--- config.mk ---
export PLATFORM = sky130hd
export DESIGN_NAME = pulse_burst_gen
export DESIGN_NICKNAME = d
export VERILOG_FILES = /design/src/rtl/pulse_burst_pkg.sv /design/src/rtl/burst_down_counter.sv /design/src/rtl/pulse_burst_gen.sv
export SDC_FILE = /design/constraint.sdc
export NUM_CORES = 1
export LEC_CHECK = 0
export ABC_AREA = 1
export CAP_MARGIN = 30
export CORE_AREA = 2 2 65 52
export CTS_CLUSTER_DIAMETER = 30
export DETAILED_ROUTE_END_ITERATION = 8
export DIE_AREA = 0 0 67 54
export HOLD_SLACK_MARGIN = 0.03
export PLACE_DENSITY = 0.82
export SETUP_SLACK_MARGIN = 0.15
export SLEW_MARGIN = 20
export SYNTH_ARGS = -nofsm -noshare
export SYNTH_HDL_FRONTEND = slang
export SYNTH_SLANG_ARGS = --single-unit
export TNS_END_PERCENT = 20
--- constraint.sdc ---
create_clock -name clk -period 1.3 [get_ports clk]
set_input_delay 0.26 -clock clk [delete_from_list [all_inputs] [get_ports clk]]
set_output_delay 0.26 -clock clk [all_outputs]
set_load 0.02 [all_outputs]
--- src/rtl/pulse_burst_pkg.sv ---
// Shared definitions for the pulse burst transmitter: state encoding and default field widths.
package pulse_burst_pkg;

    localparam int STATE_W   = 2;
    localparam int CNT_W_DEF = 8;
    localparam int GAP_W_DEF = 4;

    typedef enum logic [STATE_W-1:0] {
        IDLE  = 2'b00,
        PULSE = 2'b01,
        GAP   = 2'b10,
        DONE  = 2'b11
    } state_t;

endpackage

--- src/rtl/burst_down_counter.sv ---
// Loadable down counter that saturates at zero; used for both the pulse count and the gap count.
module burst_down_counter #(
    parameter int W = 8
) (
    input  logic         clk,
    input  logic         rst,
    input  logic         load,
    input  logic [W-1:0] load_val,
    input  logic         dec,
    output logic [W-1:0] value,
    output logic         is_one
);

    // NOTE: state registers use non-blocking assignments so every flop samples pre-edge values.
    always_ff @(posedge clk or posedge rst) begin
        if (rst) begin
            value <= '0;
        end else if (load) begin
            value <= load_val;
        end else if (dec && value != '0) begin
            value <= value - W'(1);
        end
    end

    assign is_one = (value == W'(1));

endmodule

--- src/rtl/pulse_burst_gen.sv ---
// Moore FSM that emits a programmed number of single-cycle pulses on x_out with a programmable idle gap.
module pulse_burst_gen
    import pulse_burst_pkg::*;
#(
    parameter int CNT_W = CNT_W_DEF,
    parameter int GAP_W = GAP_W_DEF
) (
    input  logic             clk,
    input  logic             rst,
    input  logic             start,
    input  logic [CNT_W-1:0] count,
    input  logic [GAP_W-1:0] gap,
    output logic             x_out,
    output logic             busy,
    output logic             done,
    output logic [CNT_W-1:0] remaining
);

    state_t           state;
    logic [GAP_W-1:0] gap_lat;
    logic [GAP_W-1:0] gap_val;
    logic             cnt_is_one;
    logic             gap_is_one;
    logic             cnt_load;
    logic             gap_load;
    logic             accept;

    assign accept   = (state == IDLE) && start;
    assign cnt_load = accept && (count != '0);
    assign gap_load = (state == PULSE) && !cnt_is_one && (gap_lat != '0);

    burst_down_counter #(.W(CNT_W)) u_cnt (
        .clk      (clk),
        .rst      (rst),
        .load     (cnt_load),
        .load_val (count),
        .dec      (state == PULSE),
        .value    (remaining),
        .is_one   (cnt_is_one)
    );

    burst_down_counter #(.W(GAP_W)) u_gap (
        .clk      (clk),
        .rst      (rst),
        .load     (gap_load),
        .load_val (gap_lat),
        .dec      (state == GAP),
        .value    (gap_val),
        .is_one   (gap_is_one)
    );

    // NOTE: async reset clears the state register, so the Moore output decodes drop without a clock edge.
    always_ff @(posedge clk or posedge rst) begin
        if (rst) begin
            state   <= IDLE;
            gap_lat <= '0;
        end else begin
            case (state)
                IDLE: begin
                    if (accept) begin
                        gap_lat <= gap;
                        state   <= (count != '0) ? PULSE : DONE;
                    end
                end
                PULSE: begin
                    if (cnt_is_one)
                        state <= DONE;
                    else if (gap_lat == '0)
                        state <= PULSE;
                    else
                        state <= GAP;
                end
                // A zero gap counter can only appear after corruption; leave rather than stall.
                GAP: begin
                    if (gap_is_one || gap_val == '0)
                        state <= PULSE;
                end
                DONE:    state <= IDLE;
                default: state <= IDLE;
            endcase
        end
    end

    assign x_out = (state == PULSE);
    assign done  = (state == DONE);
    assign busy  = (state != IDLE);

endmodule

# Yosys cells after proc, flatten, opt, wreduce, memory -nomap -nowiden
# Cells that the tools add are included.
# W data, S select, Z words.
# op_classes
add_sub_neg	2
eq_ne	7
muxes	10
reduce_logical	20
# ops
cell	n
$mux W8	2
$reduce_bool A8 Y1	2
$mux W2	5
$eq A8 B1 Y1 const B	1
$logic_not A4 Y1	2
$mux W4	2
$pmux W2 S4	1
$reduce_bool A4 Y1	2
$sub A8 B1 Y8 const B	1
$logic_and A1 B1 Y1	6
$reduce_bool A2 Y1	3
$eq A2 B2 Y1 const B	2
$eq A4 B1 Y1 const B	1
$ne A2 B2 Y1 const B	2
$reduce_and A2 Y1	2
$sub A4 B1 Y4 const B	1
$eq A2 B1 Y1 const B	1
$logic_not A2 Y1	1
$logic_not A1 Y1	1
$logic_or A1 B1 Y1	1
# totals
ff_bits	18
inputBits	15
out_inout_bits	11
word_cells	43

# Longest topological paths before layout
# depth
depth_word	5
ltp_mapped	10
depth_no_buf	10

# Modules after synthesis
# From an unflattened synthesis, not the netlist that was laid out.
# hier_totals
hier_cells	186
area_unflattened_um2	1317.5
# by_module_without_submodules
module	instances	cells_each	area_per_inst_um2	seq_area_each_um2
burst_down_counter (u_cnt)	1	91	646.9	200.2
pulse_burst_gen	1	52	371.6	150.1
burst_down_counter (u_gap)	1	43	299.0	100.1

# Worst setup path before layout
# Ideal clock, no wire load.
# synth_path
kind	reg-to-reg
from	register u_cnt.value[0]
to	register u_cnt.value[5]
setup_time_ps	125
arrival_time_ps	1275
required_time_ps	1175
path_slack_ps	-100
stages_incl_launch_ff	10
path_buffers	1
period_less_slack_ps	1400
path_cell_list	dfrtp_1 > inv_1 > ha_1 > inv_1 > nor2_1 > nand2_1 > nand2_1 > buf_6 > nand3_1 > nand3_1
# synth_via
elab_chain_len	3
elab_cells_between_ends	6
cone_classes	add/sub (1); mux (2); reduce/logical (3)
# synth_rtl
item	line	source
from (decl)	burst_down_counter.sv:10	output logic [W-1:0] value,
from (signal assigned)	burst_down_counter.sv:19	value <= load_val;
from (signal assigned)	burst_down_counter.sv:21	value <= value - W'(1);
$sub A8 B1 Y8 or $reduce_bool A8 Y1 (tied branches)	burst_down_counter.sv:21, burst_down_counter.sv:20	
$mux W8 or $logic_and A1 B1 Y1 (tied branches)	burst_down_counter.sv:20	end else if (dec && value != '0) begin
$mux W8 or $reduce_bool A2 Y1 (tied branches)	n/a	
# Parallel ways exist; a longest one is shown, timed or not. The select of a mux whose other input is x is not followed.
# A chain may end at the register's enable or synchronous reset.

# Worst setup path in the final report
# layout_path
from	register u_cnt.value[0]
to	register u_cnt.value[6]
# The elaborated chain is that of the path after synthesis.

==> out/qor.txt <==
======================================================================================
Outcome ................................................................. finished with violations
Failing checks .......................................................... negative setup slack
Worst skew pair latency .................................................      0.25 ns
Avg WL per Cell .........................................................     11.57 µm
Detail-routed via count per cell ........................................        4.694
Leakage power total .....................................................  0.001019 µW
Fin. Hold Viols .........................................................            0
Die outline area ........................................................     3618 µm²
Mapped Nets .............................................................          198
Routed met2 length ......................................................      1559 µm
Final GP Congestion .....................................................       0.8495
Uppermost layer routed ..................................................         met4
Antenna diode count .....................................................            0
Most frequently used cell type in the post-synthesis netlist ............ sky130_fd_sc_hd__nand2_1
Area of the core ........................................................     3063 µm²
Die height ..............................................................        54 µm
Required time of the worst setup path ...................................      1.44 ns
Detailed-routing iteration count for the pre-antenna-repair pass ........            4
Sum of met3 wire segment lengths after detailed routing .................       193 µm
CTS tree ................................................................          yes
Worst stage delay on the critical path ..................................      0.45 ns
Worst setup path start .................................................. u_cnt.value[0]$_DFFE_PP0P_
Synthesized flop and latch total ........................................           18
Share of final-layout standard cells stronger than drive strength 1 .....       38.93%
Depth of the worst register-to-register path ............................           10
Power density over the cells ............................................  2550 nW/µm²
Maximum number of pins on one net before global-route repair ............           19
Type of the most critical hold path .....................................  in -> async
Count of flip-flops with a built-in enable after synthesis ..............            0
TritonCTS buffer count ..................................................            3
Critical-path top delay cell ............................................ sky130_fd_sc_hd__dfrtp_2
Startpoint kind of the worst setup timing path ..........................    flip-flop
DRC .....................................................................            0
Slew at the pin with the worst max-slew slack ...........................    0.2595 ns
Number of hold buffers added after cts ..................................            0
Detailed Route Iter0 Violations .........................................           60
Half-perimeter wire length after detailed placement .....................      2350 µm
Worst-case setup slack after placement ..................................   -0.1780 ns
Clock Tree Buf Depth ....................................................            2
Total via count in the routed design ....................................         1333
Layout Cell Area excl Fill ..............................................     1959 µm²
Number of endpoints failing setup at the final stage ....................           10
Synth-to-layout area growth .............................................       55.82%
Slew margin rel. ........................................................       82.56%
Root Buffer Master ...................................................... sky130_fd_sc_hd__clkbuf_8
Startpoint of the most critical register-to-register path ............... u_cnt.value[0]$_DFFE_PP0P_
Routed wire length ......................................................      3287 µm
Fin worst setup slack ...................................................  -0.09907 ns
Worst path arrival time .................................................      1.54 ns
Area after detailed placement ...........................................     1785 µm²
F_max ...................................................................    714.8 MHz
Maximum fanout count along the critical path ............................           11
Count of non-filler cells in the finished layout ........................          284
Worst-case register-to-register setup slack .............................      -0.1 ns
Final max-slew violation count ..........................................            0
Max Cap Viol ............................................................            0
Largest delay share family, worst path ..................................   flip-flops
GRT Resource Usage Total ................................................       19.54%
Synthesis Warnings ......................................................            0
Post-synth design cell area .............................................     1257 µm²
Minimum clock period ....................................................     1.399 ns
Post-route fraction of the period consumed by the critical path .........       107.6%
Post-synthesis async set-or-reset flop share ............................       100.0%
Core Rows ...............................................................           18
Cell type with the highest aggregate area in the netlist ................ sky130_fd_sc_hd__dfrtp_1
Post-synth cell types ...................................................           21
Most used standard cells in the synthesized netlist ..................... 50 x sky130_fd_sc_hd__nand2_1, 34 x sky130_fd_sc_hd__nand3_1, 19 x sky130_fd_sc_hd__inv_1
Clock slew at the register clock pins of the worst setup and hold paths .      0.07 ns
Routed Antenna Nets .....................................................            0
Total instance count after detailed placement ...........................          270
Remaining Overflow, GRT .................................................            0
Crit path buf inv count .................................................            4
Antenna violations before repair ........................................            0
Port buffer count .......................................................           25
Most used flip-flop cell after synthesis ................................ sky130_fd_sc_hd__dfrtp_1
Critical Path End Type ..................................................    flip-flop
CP cell instances ....................................................... inv_4 -> ha_4 -> inv_2 -> nor2_1 -> nand2_1 -> nand2_2 -> buf_12 -> inv_4 -> nand2_2 -> nand3_2
RSZ-0062 raised after global routing ....................................         true
Nets ....................................................................          265
Die width ...............................................................        67 µm
Worst supply voltage drop on vdd ........................................     1.240 mV
Post-synthesis cell count ...............................................          178
# fillers ...............................................................          251
Boundary pin count ......................................................           26
WS Path Type ............................................................   reg -> reg
CTS sink count ..........................................................           18
Area fraction of the dominant cell type after synthesis .................       35.82%
Global-route wire length before repair ..................................      5285 µm
Final worst clock skew ..................................................  0.003640 ns
Metal-1 WL ..............................................................      1506 µm
Average footprint of a synthesized cell .................................    7.064 µm²
Sequential cell area fraction in the yosys report .......................       35.82%
Total Power Consumption .................................................      4996 µW
H-tree lvl count ........................................................            1
Via count of the first global-routing pass ..............................         1198
Endpoint of the lowest-slack register-to-register path .................. u_cnt.value[6]$_DFFE_PP0P_
Initial core utilization ................................................       41.05%
Cell types with the largest area share after synthesis .................. sky130_fd_sc_hd__dfrtp_1 36%, sky130_fd_sc_hd__nand2_1 15%, sky130_fd_sc_hd__nand3_1 14%
Setup Total Neg Slack ...................................................   -0.4912 ns
======================================================================================
-- what timing repair did --
| item | CTS | global route |
|---|---|---|
| resized for setup | 51 | 21 |
| setup endpoints to repair | 29 | 25 |
| pin swaps | 6 | 3 |
| setup buffers | 2 | 8 |
-- per-stage QoR --
stage          utilization [%]  hold WS [ns]
2_1_floorplan                -        0.1984
3_3_place_gp             58.29        0.4976
3_5_place_dp             58.29        0.4993
4_1_cts                  60.21        0.3349
5_1_grt                  63.97        0.3462
6_report                 63.97        0.3269
-- worst max path at each step --
| stage | endpoint | slack, ns | cells after the start |
|---|---|---|---|
| after global routing | u_cnt.value[6]$_DFFE_PP0P_ | -0.20 | 10 |
| after detailed placement | u_cnt.value[3]$_DFFE_PP0P_ | -0.18 | 7 |
| after global placement | u_cnt.value[0]$_DFFE_PP0P_ | -0.15 | 8 |
| after floorplan | u_cnt.value[7]$_DFFE_PP0P_ | -0.01 | 10 |
| after CTS | u_cnt.value[1]$_DFFE_PP0P_ | -0.09 | 9 |
| final | u_cnt.value[6]$_DFFE_PP0P_ | -0.1 | 10 |
-- registers in the layout, summed over array words and instances (netlist names) --
register     flops
state            2
gap_lat          4
u_gap.value      4
u_cnt.value      8
-- tightest hold or removal path, cell delays in order --
cell	delay [ns]
sky130_fd_sc_hd__clkdlybuf4s50_1	0.40
sky130_fd_sc_hd__inv_1	0.05
sky130_fd_sc_hd__buf_4	0.25
-- report_power, final --
part,switching [µW],internal (µW),leakage [µW],total (µW)
clock network,193,269,0.0000288,462
logic,1800,1590,0.000775,3390
registers,276,865,0.000216,1140
total,2270,2730,0.00102,5000
-- metal layers --
| metal | global-route usage (%) | vias to the layer above |
|---|---|---|
| met4 | 7.143 | 0 |
| li1 | - | 693 |
| met5 | 0 | - |
| met1 | 26.49 | 593 |
| met3 | 1.255 | 2 |
| met2 | 33.17 | 45 |
-- logic make-up after synthesis --
family / synth area share, %
AOI/OAI and AO/OA: 3.681
buffers and inverters: 11.24
adders and majority gates: 4.975
xor gates and xnor gates: 3.482
and+or+nand+nor: 40.80
DFF: 35.82
-- layout make-up --
| cell class | instances | area [µm²] | area share (%) |
|---|---|---|---|
| multi-input combinational | 127 | 729.5 | 37.23 |
| timing repair buffer | 64 | 548.0 | 27.97 |
| sequential | 18 | 455.4 | 23.24 |
| inverter | 31 | 121.4 | 6.194 |
| clock buffer | 4 | 55.05 | 2.810 |
| tap | 40 | 50.05 | 2.554 |
-- placed cells by master (no fill, tap or decap), drive strengths merged --
cell | synthesis | routed
clkdlybuf4s15 | 0 | 1
nor2 | 15 | 15
clkdlybuf4s50 | 0 | 14
ha | 5 | 5
buf | 2 | 49
a21oi | 1 | 1
inv | 31 | 31
nand3 | 34 | 34
dfrtp | 18 | 18
o21ai | 6 | 6
nor3 | 1 | 1
or2 | 2 | 2
xor2 | 5 | 5
nand2 | 52 | 52
nand4 | 6 | 6
clkbuf | 0 | 4
Power figures use the tool's default switching activity.
